===== config.mk =====
export PLATFORM = sky130hd
export DESIGN_NAME = matvec_ctrl
export DESIGN_NICKNAME = d
export VERILOG_FILES = /design/src/rtl/matvec_pkg.sv /design/src/rtl/matvec_ctrl_mac.sv /design/src/rtl/matvec_ctrl.sv
export SDC_FILE = /design/constraint.sdc
export NUM_CORES = 2
export LEC_CHECK = 0
export ABC_AREA = 1
export BUFFER_PORTS_ARGS = -buffer_cell sky130_fd_sc_hd__clkbuf_2
export CELL_PAD_IN_SITES_DETAIL_PLACEMENT = 1
export CELL_PAD_IN_SITES_GLOBAL_PLACEMENT = 1
export CORE_MARGIN = 3
export CORE_UTILIZATION = 41
export CTS_BUF_LIST = sky130_fd_sc_hd__clkbuf_4
export DETAILED_ROUTE_END_ITERATION = 7
export HOLD_SLACK_MARGIN = 0.15
export PLACE_DENSITY_LB_ADDON = 0.1
export SLEW_MARGIN = 25
export SYNTH_ARGS = -nofsm -noshare
export SYNTH_HDL_FRONTEND = slang
export SYNTH_SLANG_ARGS = --single-unit
export TNS_END_PERCENT = 50

===== constraint.sdc =====
create_clock -name clk -period 6.3 [get_ports clk]
set_clock_uncertainty 0.15 [all_clocks]
set_input_delay 0.315 -clock clk [delete_from_list [all_inputs] [get_ports clk]]
set_output_delay 0.315 -clock clk [all_outputs]
set_load 0.02 [all_outputs]

===== src/rtl/matvec_pkg.sv =====
// Shared sizing, state encoding and array types for the matrix-vector sequencer.
package matvec_pkg;

  localparam int unsigned DIM    = 8;
  localparam int unsigned DATA_W = 8;
  localparam int unsigned ACC_W  = 24;
  localparam int unsigned COL_W  = (DIM > 1) ? $clog2(DIM) : 1;

  typedef enum logic [1:0] {IDLE, CLEAR, MAC, VALID} mv_state_t;

  typedef logic [DATA_W-1:0]        operand_t;
  typedef logic [ACC_W-1:0]         acc_t;
  typedef operand_t [DIM-1:0][DIM-1:0] a_mat_t;
  typedef operand_t [DIM-1:0]       b_vec_t;
  typedef acc_t [DIM-1:0]           c_vec_t;

endpackage


===== src/rtl/matvec_ctrl_mac.sv =====
// Single row multiply-accumulate cell: clear has priority over accumulate.
module mac_unit #(
  parameter int unsigned DATA_W = 8,
  parameter int unsigned ACC_W  = 24
) (
  input  logic              clk,
  input  logic              rst,
  input  logic              clr,
  input  logic              en,
  input  logic [DATA_W-1:0] a,
  input  logic [DATA_W-1:0] b,
  output logic [ACC_W-1:0]  acc
);

  logic [ACC_W-1:0]    acc_q, acc_d;
  logic [2*DATA_W-1:0] prod;

  // Next accumulator value: clear, accumulate the unsigned product, or hold.
  always_comb begin
    prod  = {{DATA_W{1'b0}}, a} * {{DATA_W{1'b0}}, b};
    acc_d = acc_q;
    if (clr) begin
      acc_d = '0;
    end else if (en) begin
      acc_d = acc_q + ACC_W'(prod);
    end
  end

  // Accumulator register with synchronous reset.
  always_ff @(posedge clk) begin
    if (rst) begin
      acc_q <= '0;
    end else begin
      acc_q <= acc_d;
    end
  end

  assign acc = acc_q;

endmodule


===== src/rtl/matvec_ctrl.sv =====
// Sequencer for the DIM x DIM by DIM matrix-vector multiply: clears the row
// accumulators, steps one column per cycle, then holds C under valid/ready.
module matvec_ctrl #(
  parameter int unsigned DIM    = 8,
  parameter int unsigned DATA_W = 8,
  parameter int unsigned ACC_W  = 24
) (
  input  logic                                clk,
  input  logic                                rst,
  input  logic                                start,
  input  logic [DIM-1:0][DIM-1:0][DATA_W-1:0] a_matrix,
  input  logic [DIM-1:0][DATA_W-1:0]          b_vector,
  output logic                                busy,
  output logic [((DIM > 1) ? $clog2(DIM) : 1)-1:0] col,
  output logic                                res_valid,
  input  logic                                res_ready,
  output logic [DIM-1:0][ACC_W-1:0]           c_vector
);

  import matvec_pkg::mv_state_t;
  import matvec_pkg::IDLE;
  import matvec_pkg::CLEAR;
  import matvec_pkg::MAC;
  import matvec_pkg::VALID;

  localparam int unsigned COL_W = (DIM > 1) ? $clog2(DIM) : 1;
  localparam logic [COL_W-1:0] COL_LAST = COL_W'(DIM - 1);

  mv_state_t        state_q, state_d;
  logic [COL_W-1:0] col_q, col_d;
  logic             clr, en;

  // State and column registers.
  always_ff @(posedge clk) begin
    if (rst) begin
      state_q <= IDLE;
      col_q   <= '0;
    end else begin
      state_q <= state_d;
      col_q   <= col_d;
    end
  end

  // Next state, column stepping, accumulator controls and handshake outputs.
  always_comb begin
    state_d   = state_q;
    col_d     = col_q;
    clr       = 1'b0;
    en        = 1'b0;
    busy      = 1'b0;
    res_valid = 1'b0;
    case (state_q)
      IDLE: begin
        if (start) state_d = CLEAR;
      end
      CLEAR: begin
        busy    = 1'b1;
        clr     = 1'b1;
        col_d   = '0;
        state_d = MAC;
      end
      MAC: begin
        busy = 1'b1;
        en   = 1'b1;
        if (col_q == COL_LAST) begin
          col_d   = '0;
          state_d = VALID;
        end else begin
          col_d = col_q + COL_W'(1);
        end
      end
      VALID: begin
        res_valid = 1'b1;
        if (res_ready) state_d = start ? CLEAR : IDLE;
      end
      default: state_d = IDLE;
    endcase
  end

  for (genvar i = 0; i < DIM; i++) begin : g_row
    mac_unit #(
      .DATA_W(DATA_W),
      .ACC_W (ACC_W)
    ) u_mac (
      .clk(clk),
      .rst(rst),
      .clr(clr),
      .en (en),
      .a  (a_matrix[i][col_q]),
      .b  (b_vector[col_q]),
      .acc(c_vector[i])
    );
  end

  assign col = col_q;

endmodule


==> impl_metrics.sql <==
INSERT INTO impl_metrics (metric_group, metric, value, unit) VALUES
('outcome', 'status', 'complete, no violations', ''),
('timing', 'slew-limit-headroom', '33.2', '%'),
('drt', 'ant_nets', '0', ''),
('timing', 'slew_violations', '0', ''),
('timing', 'finalHoldViolations', '0', ''),
('timing', 'final.period_utilization', '96.1', '%'),
('yosys', 'synth.area.top_cells', 'fa_1 22%, inv_1 12%, ha_1 12%', ''),
('floorplanning', 'die_outline_area', '91800', 'sq um'),
('setup_path', 'critPathTopFamily', 'adder cells', ''),
('finish', 'drive_gt1_share', '16.1', '%'),
('finish', 'layout_commonest_cell', 'inv_1', ''),
('finish', 'nNetsFinal', '7478', ''),
('yosys', 'post-synth-top-area-cell', 'fa_1', ''),
('clock_tree', 'cts-root-buf', 'clkbuf_4', ''),
('yosys', 'synthCells', '5457', ''),
('placement', 'gpl.final_weighted_congestion', '0.949', ''),
('timing', 'final_worst_setup_slack', '246', 'ps'),
('clock_tree', 'maximum_clock_path_buffer_count', '2', ''),
('timing', 'layout_min_cycle_time', '6050', 'ps'),
('drt', 'initialDrtViolationCount', '2212', ''),
('clock_tree', 'cts_htree_levels', '4', ''),
('timing', 'max_freq', '0.165', 'GHz'),
('floorplanning', 'placementRows', '108', ''),
('placement', 'post-place-ws', '206', 'ps'),
('floorplanning', 'core-area', '87200', 'sq um'),
('yosys', 'mappedNetlistNets', '6772', ''),
('finish', 'layout.filler_cells', '11900', ''),
('floorplanning', 'io_pins', '777', ''),
('setup_path', 'timing.critical_path.slowest_cell_delay', '540', 'ps'),
('clock_tree', 'tritoncts', 'done', ''),
('timing', 'worst_slack_on_hold_paths', '325', 'ps'),
('placement', 'hpwl', '132000', 'microns'),
('drt', 'route.detailed.drc', '0', ''),
('setup_path', 'crit_top_cell', 'nand2_1', ''),
('setup_path', 'critPathKind', 'flop to flop', ''),
('yosys', 'synth.yosys.warnings', '0', ''),
('setup_path', 'critical_path.max_fanout', '64', ''),
('floorplanning', 'initial_core_util', '41.5', '%'),
('yosys', 'netlist_area', '36200', 'sq um'),
('yosys', 'synthDistinctLibCells', '33', ''),
('clock_tree', 'insertion_delay', '920', 'ps'),
('global_routing', 'first_global_vias', '40200', ''),
('yosys', 'avgSynthCellArea', '6.63', 'sq um'),
('finish', 'mostFrequentLayoutCells', '1144 x inv_1, 1008 x nand2_1, 907 x nor2_1, 776 x clkbuf_2, 400 x fa_1', ''),
('clock_tree', 'cts-buffers-inserted', '17', ''),
('placement', 'placement.cell_area', '41700', 'sq um'),
('timing', 'report.final.setup_viol', '0', ''),
('finish', 'layout.cell_area.non_filler', '42200', 'sq um'),
('setup_path', 'end_kind', 'flop', ''),
('clock_tree', 'clock_sink_count', '197', ''),
('drt', 'finalWirelength', '159000', 'microns'),
('clock_tree', 'path_clk_slew', '190', 'ps'),
('timing', 'tightestPinTransition', '1000', 'ps'),
('setup_path', 'critical_path_launch_point_type', 'flop', ''),
('drt', 'dr_total_vias', '38600', ''),
('finish', 'combined_area_of_the_multi_input_logic_cells', '26900', 'sq um'),
('yosys', 'post-synth-top-area-fraction', '22.1', '%'),
('placement', 'place.port_buffers', '776', ''),
('yosys', 'yosysSeqAreaShare', '10.9', '%'),
('finish', 'layout-area-overhead-vs-synth', '16.8', '%'),
('drt', 'detail_route.wl_per_cell', '21.7', 'microns'),
('setup_path', 'worstPathCellList', 'buf_12, buf_12, o21ai_0, o22ai_1, inv_1, o21ai_0, nand2_1, fa_1, fa_1, inv_1, fa_1, inv_1, fa_1, inv_1, ha_1, nand2_1, nor2_1, nand3_1, nand3_1, nand2_1, nand2_1, nand3_1, nand2_1, nor2_1', ''),
('timing', 'grt_setup_unrepaired', 'true', ''),
('drt', 'post_dr_vias_cell', '5.25', ''),
('setup_path', 'worst_ep_required_time', '6960', 'ps'),
('global_routing', 'global_route.usage.total', '34.4', '%'),
('global_routing', 'gr-total-overflow', '0', ''),
('setup_path', 'cpMaxStageDelayCell', 'fa_1', ''),
('setup_path', 'timing.critical_path.arrival', '6710', 'ps'),
('job', 'maxCapViolations', '0', ''),
('setup_path', 'critical_path.n_buffers_inverters', '6', ''),
('yosys', 'postSynthRegisterBits', '197', ''),
('drt', 'dr.pass1.iters', '5', ''),
('min_path', 'hold_path_class', 'input pin to flop', ''),
('global_routing', 'grt_max_degree', '113', ''),
('finish', 'regArea', '3960', 'sq um'),
('global_routing', 'antenna_violations_before_repair', '15', ''),
('floorplanning', 'die_w', '303', 'microns'),
('floorplanning', 'dieHeight', '303', 'microns'),
('global_routing', 'grt_first_pass_wirelength', '238000', 'microns');
## registers in the layout (all words and copies together), names as in the netlist
| name | cells |
|---|---|
| col | 3 |
| g_row.u_mac.acc | 192 |
| state_q | 2 |
## synthesized netlist by cell type (all sizes together)
cell / instances
a21oi: 260
and2: 18
buf: 146
clkbuf: 80
dfxtp: 197
fa: 400
ha: 335
inv: 1148
mux2i: 72
nand2: 1008
nand3: 201
nand4: 4
nor2: 908
nor3: 27
nor4: 16
o211ai: 3
o21ai: 427
o21bai: 2
o221ai: 1
o22ai: 71
o32ai: 72
or2: 5
xnor2: 11
xor2: 45
## logic make-up (layout without fill, tap and decap cells)
group	Yosys count	after routing	synth area share, %
other	0	14	0
multiplexers	72	72	1.99
flip-flops	197	197	10.9
XOR/XNOR	56	56	1.36
adder cells (fa/ha/maj)	735	735	33.7
AO/OA/AOI/OAI	836	836	13.0
buffers and inverters	1374	2093	15.3
AND/OR/NAND/NOR	2187	2187	23.8
## metal layers
layer	part of all wire, %	up-vias	GRT usage (%)
li1	-	18300	-
met1	41	18900	41.7
met2	48	1145	59.5
met3	6.6	245	6.34
met4	4.4	6	15.1
met5	0.028	-	0
## metrics by stage
stage | utilization, % | setup TNS (ps) | cells
floorplan | - | 0 | 5457
global placement | 47.8 | 0 | 7290
detailed placement | 47.8 | 0 | 7291
CTS | 48.3 | 0 | 7330
global route | 48.5 | -1.03 | 7341
finish | 48.5 | 0 | 7345
## final timing paths
| path | from | to | slack [ps] | cells past startpoint |
|---|---|---|---|---|
| setup / recovery | col[0] | g_row[4].u_mac.acc[21] | 250 | 24 |
| hold / removal | a_matrix[464] | g_row[7].u_mac.acc[0] | 320 | 8 |
| setup reg to reg | col[0] | g_row[4].u_mac.acc[21] | 250 | 24 |
| hold reg to reg | g_row[7].u_mac.acc[0] | g_row[7].u_mac.acc[0] | 360 | 2 |
## cell type report
cell class | instances | share of cell area [%]
diodes | 14 | 0.0829
inverters | 1148 | 10.3
well taps | 1155 | 3.42
clock inverters | 12 | 0.418
clock buffers | 20 | 0.355
multi-input cells | 3886 | 63.6
repair buffers | 913 | 12.5
flip-flops and latches | 197 | 9.36
## worst register-to-register path, cell delays in order (launching register included)
cell and delay [ps]:
dfxtp_4 450, buf_12 160, buf_12 280, o21ai_0 200, o22ai_1 490, inv_1 130, o21ai_0 490, nand2_1 150
fa_1 540, fa_1 500, inv_1 60, fa_1 490, inv_1 60, fa_1 480, inv_1 40, ha_1 340
nand2_1 120, nor2_1 190, nand3_1 100, nand3_1 180, nand2_1 70, nand2_1 80, nand3_1 70, nand2_1 90
nor2_1 50
## timing repair
item / 4_1_cts / 5_1_grt
endpoints found under the hold margin: 38 / 0
gates resized for setup: 0 / 20
hold buffers: 7 / 0
buffers inserted: 0 / 0
endpoints found under the setup margin: 0 / 50
Power is not shown: default switching activity piles up to over one toggle a cycle in this logic, so the estimate is an artifact.
